==> src/rtl/wash_sequencer.sv <==
// Run-phase controller: walks the eight timed wash phases of a latched
// program word, counting down on a 1 Hz tick, and drives valves and motor.
module wash_sequencer #(
   parameter int TW  = 4,
   parameter int TTW = 7
) (
   input  logic           cp,
   input  logic           rst_n,
   input  logic           tick,
   input  logic           start,
   input  logic           pauseBtn,
   input  logic           abort,
   input  logic           lidOpen,
   input  logic [25:0]    prog_word,
   output logic [2:0]     phase,
   output logic [TW-1:0]  remain,
   output logic [TTW-1:0] totalRemain,
   output logic           inValve,
   output logic           drainValve,
   output logic [1:0]     motor,
   output logic [2:0]     runState,
   output logic           done
);

   typedef enum logic [2:0] {
      IDLE  = 3'd0,
      RUN   = 3'd1,
      PAUSE = 3'd2,
      ERR   = 3'd3,
      DONE  = 3'd4
   } st_t;

   st_t            st, st_n;
   logic [2:0]     ph, ph_n;
   logic [TW-1:0]  rm, rm_n;
   logic [TTW-1:0] tt, tt_n;
   logic [25:0]    sh, sh_n;
   logic [3:0]     nx;

   function automatic logic [3:0] fld(
      input logic [25:0] p,
      input logic [2:0]  i
   );
      logic [3:0] f;
      case (i)
         3'd0:    f = {1'b0, p[25:23]};
         3'd1:    f = p[22:19];
         3'd2:    f = {1'b0, p[18:16]};
         3'd3:    f = {1'b0, p[15:13]};
         3'd4:    f = {1'b0, p[12:10]};
         3'd5:    f = p[9:6];
         3'd6:    f = {1'b0, p[5:3]};
         default: f = {1'b0, p[2:0]};
      endcase
      return f;
   endfunction

   // Lowest nonzero phase at or above 'from'; bit 3 set means none left.
   function automatic logic [3:0] nxt(
      input logic [25:0] p,
      input logic [3:0]  from
   );
      logic [3:0] r;
      r = 4'b1000;
      for (int i = 7; i >= 0; i--) begin
         if (i >= int'(from) && fld(p, 3'(i)) != 4'd0)
            r = {1'b0, 3'(i)};
      end
      return r;
   endfunction

   function automatic logic [TTW-1:0] sum(
      input logic [25:0] p
   );
      logic [TTW-1:0] s;
      s = '0;
      for (int i = 0; i < 8; i++)
         s = s + TTW'(fld(p, 3'(i)));
      return s;
   endfunction

   always_ff @(posedge cp or negedge rst_n) begin
      if (!rst_n) begin
         st <= IDLE;
         ph <= '0;
         rm <= '0;
         tt <= '0;
         sh <= '0;
      end else begin
         st <= st_n;
         ph <= ph_n;
         rm <= rm_n;
         tt <= tt_n;
         sh <= sh_n;
      end
   end

   always_comb begin
      st_n = st;
      ph_n = ph;
      rm_n = rm;
      tt_n = tt;
      sh_n = sh;
      nx   = 4'b1000;
      if (abort) begin
         st_n = IDLE;
         ph_n = '0;
         rm_n = '0;
         tt_n = '0;
      end else begin
         case (st)
            IDLE, DONE: begin
               if (start) begin
                  sh_n = prog_word;
                  nx   = nxt(prog_word, 4'd0);
                  if (nx[3]) begin
                     st_n = DONE;
                     ph_n = '0;
                     rm_n = '0;
                     tt_n = '0;
                  end else begin
                     st_n = RUN;
                     ph_n = nx[2:0];
                     rm_n = TW'(fld(prog_word, nx[2:0]));
                     tt_n = sum(prog_word);
                  end
               end
            end
            RUN: begin
               if (lidOpen) begin
                  st_n = ERR;
               end else if (pauseBtn) begin
                  st_n = PAUSE;
               end else if (tick) begin
                  tt_n = tt - TTW'(1);
                  if (rm > TW'(1)) begin
                     rm_n = rm - TW'(1);
                  end else begin
                     // zero-length phases are skipped in this same cycle
                     nx = nxt(sh, {1'b0, ph} + 4'd1);
                     if (nx[3]) begin
                        st_n = DONE;
                        rm_n = '0;
                        tt_n = '0;
                     end else begin
                        ph_n = nx[2:0];
                        rm_n = TW'(fld(sh, nx[2:0]));
                     end
                  end
               end
            end
            PAUSE: begin
               if (lidOpen)
                  st_n = ERR;
               else if (pauseBtn)
                  st_n = RUN;
            end
            ERR: begin
               if (!lidOpen)
                  st_n = PAUSE;
            end
            default: st_n = IDLE;
         endcase
      end
   end

   always_comb begin
      phase       = ph;
      remain      = rm;
      totalRemain = tt;
      runState    = st;
      done        = (st == DONE);
      inValve     = 1'b0;
      drainValve  = 1'b0;
      motor       = 2'b00;
      if (st == RUN) begin
         inValve    = (ph == 3'd0) || (ph == 3'd4);
         drainValve = (ph == 3'd2) || (ph == 3'd3) ||
                      (ph == 3'd6) || (ph == 3'd7);
         unique case (1'b1)
            (ph == 3'd1) || (ph == 3'd5): motor = 2'b01;
            (ph == 3'd3) || (ph == 3'd7): motor = 2'b10;
            default:                      motor = 2'b00;
         endcase
      end
   end

endmodule

==> config.mk <==
export PLATFORM = sky130hd
export DESIGN_NAME = wash_sequencer
export DESIGN_NICKNAME = d
export VERILOG_FILES = /design/src/rtl/wash_sequencer.sv
export SDC_FILE = /design/constraint.sdc
export NUM_CORES = 1
export LEC_CHECK = 0
export BUFFER_PORTS_ARGS = -buffer_cell sky130_fd_sc_hd__buf_2
export CORE_MARGIN = 5
export CORE_UTILIZATION = 58
export DETAILED_ROUTE_END_ITERATION = 16
export HOLD_SLACK_MARGIN = 0.03
export PLACE_DENSITY = 0.81
export SKIP_LAST_GASP = 1
export SLEW_MARGIN = 20
export SYNTH_ARGS = -nofsm -noshare
export SYNTH_HDL_FRONTEND = slang
export SYNTH_SLANG_ARGS = --single-unit
==> constraint.sdc <==
create_clock -name cp -period 3.2 [get_ports cp]
set_input_delay 0.32 -clock cp [delete_from_list [all_inputs] [get_ports cp]]
set_output_delay 0.32 -clock cp [all_outputs]
set_load 0.01 [all_outputs]
Yosys cells after proc, flatten, opt, wreduce, memory -nomap -nowiden. Index checks and enable logic that the tools add are counted.

Register bits: 43. Bits of input ports: 33. Output and inout port bits: 22.

$add $sub $neg: 10. Magnitude comparators: 9. Equality and inequality tests: 34. Mux-type cells: 174. Bitwise logic cells: 1. Reductions and logical operators: 40.

Operators by type and width (number): $mux 4 (137); $reduce_bool 4->1 (16); $mux 3 (19); $mux 7 (8); $pmux 4 s7 (2); $eq 3x3->1 const B (11); $add 7x4->7 (4); $eq 3x2->1 const B (8); $ne 3x3->1 const B (7); $ge 3x4->1 const A (4); $ne 5x5->1 const B (3); $pmux 7 s2 (1); $eq 3x1->1 const B (4); $logic_not 3->1 (4); $pmux 3 s4 (1); $ge 1x4->1 const A (2); $ge 2x4->1 const A (2); $logic_and 1x1->1 (8); $pmux 4 s2 (1); $add 6x4->7 (1); $reduce_and 7->1 (1); $sub 7x1->7 const B (1); $add 5x4->6 (1); $logic_or 1x1->1 (6); 15 further kinds (16).

Longest topological paths before layout.
Depth after elaboration: 32. Gate-level depth with buffers: 16.

Worst setup path after synthesis. OpenSTA, ideal clock, no wires.

Path type: input to register. From: input port prog_word[11]. To: register tt[6], in the netlist totalRemain[6]. Data arrival time: 3539 ps. Path slack: -471 ps. Cell stages on the path: 16. Buffers on the path: 0. Cells stage by stage: inv_1 fa_1 inv_1 fa_1 inv_1 fa_1 inv_1 fa_1 ha_1 fa_1 a21oi_1 nor2_1 o21ai_0 o41ai_1 a22oi_1 nor2_1.

Word-level cells in the longest chain between the ends: 16. Elaborated cells on any way between the ends: 24. Those cells by class: add/sub (4); mux (19); reduce/logical (1).

RTL lines: start, declared (RTL line 14) `input logic [25:0] prog_word,`; parallel branches: the longest is 12 deep, another holds $add 7x4->7; $mux 7 (*) (RTL line 116) `if (nx[3]) begin`; $mux 7 (*) (RTL line 113) `if (start) begin`; $pmux 7 s2 (*) (RTL line 111) `case (st)`; $mux 7 (*) (RTL line 105) `if (abort) begin`; end signal, assigned (RTL line 93) `tt <= tt_n;`; end, declared (RTL line 36) `logic [TTW-1:0] tt, tt_n;`.

Mark *: on every way between the ends. The select of a mux whose other input is x is not followed. A chain may end at the register's enable or synchronous reset.

Worst setup path after layout.
From: input port prog_word[14]. To: register tt[3], in the netlist totalRemain[3].

Word-level cells in the longest chain between the ends: 15. Elaborated cells on any way between the ends: 24. Those cells by class: add/sub (5); mux (18); reduce/logical (1).

RTL lines (RTL line): parallel branches: the longest is 11 deep, another holds $add 6x4->7; $mux 7 (*) (116); $mux 7 (*) (113); $pmux 7 s2 (*) (111); $mux 7 (*) (105).

Marks and branches as above.

==> reports/metrics.csv <==
metric,value,unit
failing checks,negative setup slack,
hold slack,6.475,ps
# rows,29,
Adder-Cell Fraction of Synth Area,0.1683,
asr flop ratio synth,1.000,
leading area contributor after synthesis,dfrtp_1,
main combinational cell family by area after synthesis,simple AND/OR/NAND/NOR gates,
"top cells by area, synth","dfrtp_1 (29%), fa_1 (10%), mux2_2 (9.0%)",
area of the core,6314,sq um
maximum vdd ir drop,0.4279,mV
vias in the first global route,3556,
Die X,90.38,um
clock share of power,0.148,
Simple-Gate Fraction of Synth Area,0.1860,
worst slew pin tran,716.0,ps
Multi-input gate area,2549,sq um
Crit path buffers/inverters,5,
initial drt markers,343,
"most common cell after layout, fill and taps aside",buf_2,
unrepaired setup endpoints after global routing,yes,
combinational power share,0.575,
warnings from Yosys,0,
first-pass GRT wire length,17.71,mm
total power,3.500,mW
Crit Path Max Fanout,2,
Hold Buf Count CTS,0,
"most used cell, CP",fa_2,
Post-Syn Instances,407,
max incr delay on CP,560,ps
DRT Pass-1 Iters,5,
dpl cells,565,
chip height,90.38,um
total CTS buffers,5,
die area,8169,sq um
Syn Nets,479,
CP Cell Sequence,buf_8 -> inv_4 -> fa_2 -> inv_2 -> fa_2 -> inv_2 -> fa_2 -> inv_2 -> fa_1 -> ha_4 -> fa_2 -> a21oi_2 -> nor2_1 -> nor3b_2 -> o21ai_1 -> nand2_1,
Sw Share,0.4293,
Internal Power,1.998,mW
Top delay family on crit path,adder cells,
wire per inst,18.83,um
FILL cells,468,
Post-synth EDFFs,0,
HP Class,in -> async,
Via Count,3694,
synthesized flop and latch total,43,
Sw Pwr,1.503,mW
gr ovfl total,0,
Static Leak,2.094,nW
r2r setup slk,140,ps
CTS Buffer Depth,2,
top_reg_cell synth,dfrtp_1,
Final HPWL DP,8.366,mm
sequential power share,0.278,
register area share after synthesis,0.2871,
Tmin final,3423,ps
required time of the critical path,3440,ps
final hold violations,0,
Via density,6.424,
share of layout cells above drive strength 1,0.3313,
Ports,55,
"non-filler cells, final",575,
Skew-Pair Late Insertion Delay,300,ps
"Data arrival, critical path",3660,ps
DRC viols,0,
worst setup slack after placement,-574.6,ps
CP max stage cell,fa_2,
synthesized area per cell,9.207,sq um
pwr/cell area,759.2,nW/um^2
Max Fclk,292.1,MHz
Post-Synth XOR/XNOR Area,0.007012,
root buffer cell,clkbuf_8,
final setup fails,5,
final period utilization,1.070,
kind of start point of the critical path,input pin,
Layout Skew,8.422,ps
Slew Limit Headroom,0.5204,
largest net degree at the start of global routing,44,
most frequent cells in the layout,"buf_2 (48), dfrtp_1 (43), nor2_1 (42)",
FF/Latch Area,1076,sq um
CTS tree,done,
Yosys top cell area share,0.2871,
Nets,569,
final wirelength,10.83,mm
mux share of post-synthesis cell area,0.1235,
H-tree levels,2,
GRT Overall Usage,0.2647,
Compound-Gate Fraction of Synth Area,0.1783,
crit end category,flop,
clock sink count,43,
CP Class,in -> reg,
PortBufs,54,
final slew viol count,0,
ant diodes,0,
Yosys cell types,64,
GP Congestion,0.9592,
outcome,finished with violations,
Mapped Area,3747,sq um
Worst-path clk slew,90,ps
"Core Util, Final",0.7303,
synth-to-layout area growth,23.04,%
initial antenna violation count,0,
maxcap violations,0,
Initial Utilization,0.5935,
post-route ant nets,0,
worst setup margin,-223.3,ps
[flip-flops by register name, summed over array words and instances (netlist names)]
| register | flops |
|---|---|
| sh | 26 |
| totalRemain | 7 |
| remain | 4 |
| phase | 3 |
| runState | 3 |
[metal layers]
metal / routed length, um / global-route usage
met5: 0 / 0
met4: 461 / 0.1042
met3: 933 / 0.04083
met2: 5018 / 0.4256
met1: 4412 / 0.3579
[synthesized netlist by cell type (all sizes together), types with 9 or more instances]
cell type  number
mux2i          11
clkbuf          9
inv            38
nor2           42
nand2          24
dfrtp          43
mux2           31
ha             20
fa             19
o21ai          22
nor3           18
a21oi          17
[power by group through the flow]
stage               Clock, mW  Sequential, mW  Combinational, mW
floorplan                   0           0.916               1.34
global placement            0           0.946               1.81
detailed placement          0           0.963               1.89
CTS                     0.515           0.958               1.94
global route            0.546           0.997               2.21
finish                  0.517           0.973               2.01
[through the flow]
| step | setup TNS [ps] | instance area (sq um) |
|---|---|---|
| after floorplan | -1201 | 3770 |
| after global placement | -2390 | 4392 |
| after detailed placement | -2690 | 4392 |
| after CTS | -1006 | 4542 |
| after global routing | -1429 | 4611 |
| final | -918.0 | 4611 |
[kinds of logic (layout without fill, tap and decap cells)]
group	count (synthesis)	count (layout)
adders and majority gates	39	39
muxes	42	42
xor gates and xnor gates	3	3
buffers and inverters	49	140
DFF	43	43
and+or+nand+nor	136	136
AOI/OAI and AO/OA	95	95
[repair_timing]
| item | in CTS | in global routing |
|---|---|---|
| pin swaps | 9 | 12 |
| setup endpoints to repair | 5 | 5 |
| resized for setup | 5 | 15 |
| cloned | 0 | 0 |
| hold endpoints to repair | 0 | 0 |
| buffers inserted | 0 | 2 |
[path summary, 6_finish.rpt]
path	startpoint	end	depth (start not counted)
max in group asynchronous	rst_n	sh[19]	1
min in group cp	prog_word[19]	sh[19]	2
min reg2reg	sh[0]	sh[0]	1
min	rst_n	runState[1]	1
max	prog_word[14]	totalRemain[3]	16
max reg2reg	phase[1]	remain[0]	10
[cell type report]
class                   instances  area share
multi-input cells             315      0.5528
flip-flops and latches         43      0.2334
repair buffers                 94      0.1327
inverters                      38     0.03148
well taps                      77     0.02090
clock buffers                   6     0.01574
clock inverters                 2     0.01303
(Power assumes the default switching activity.)
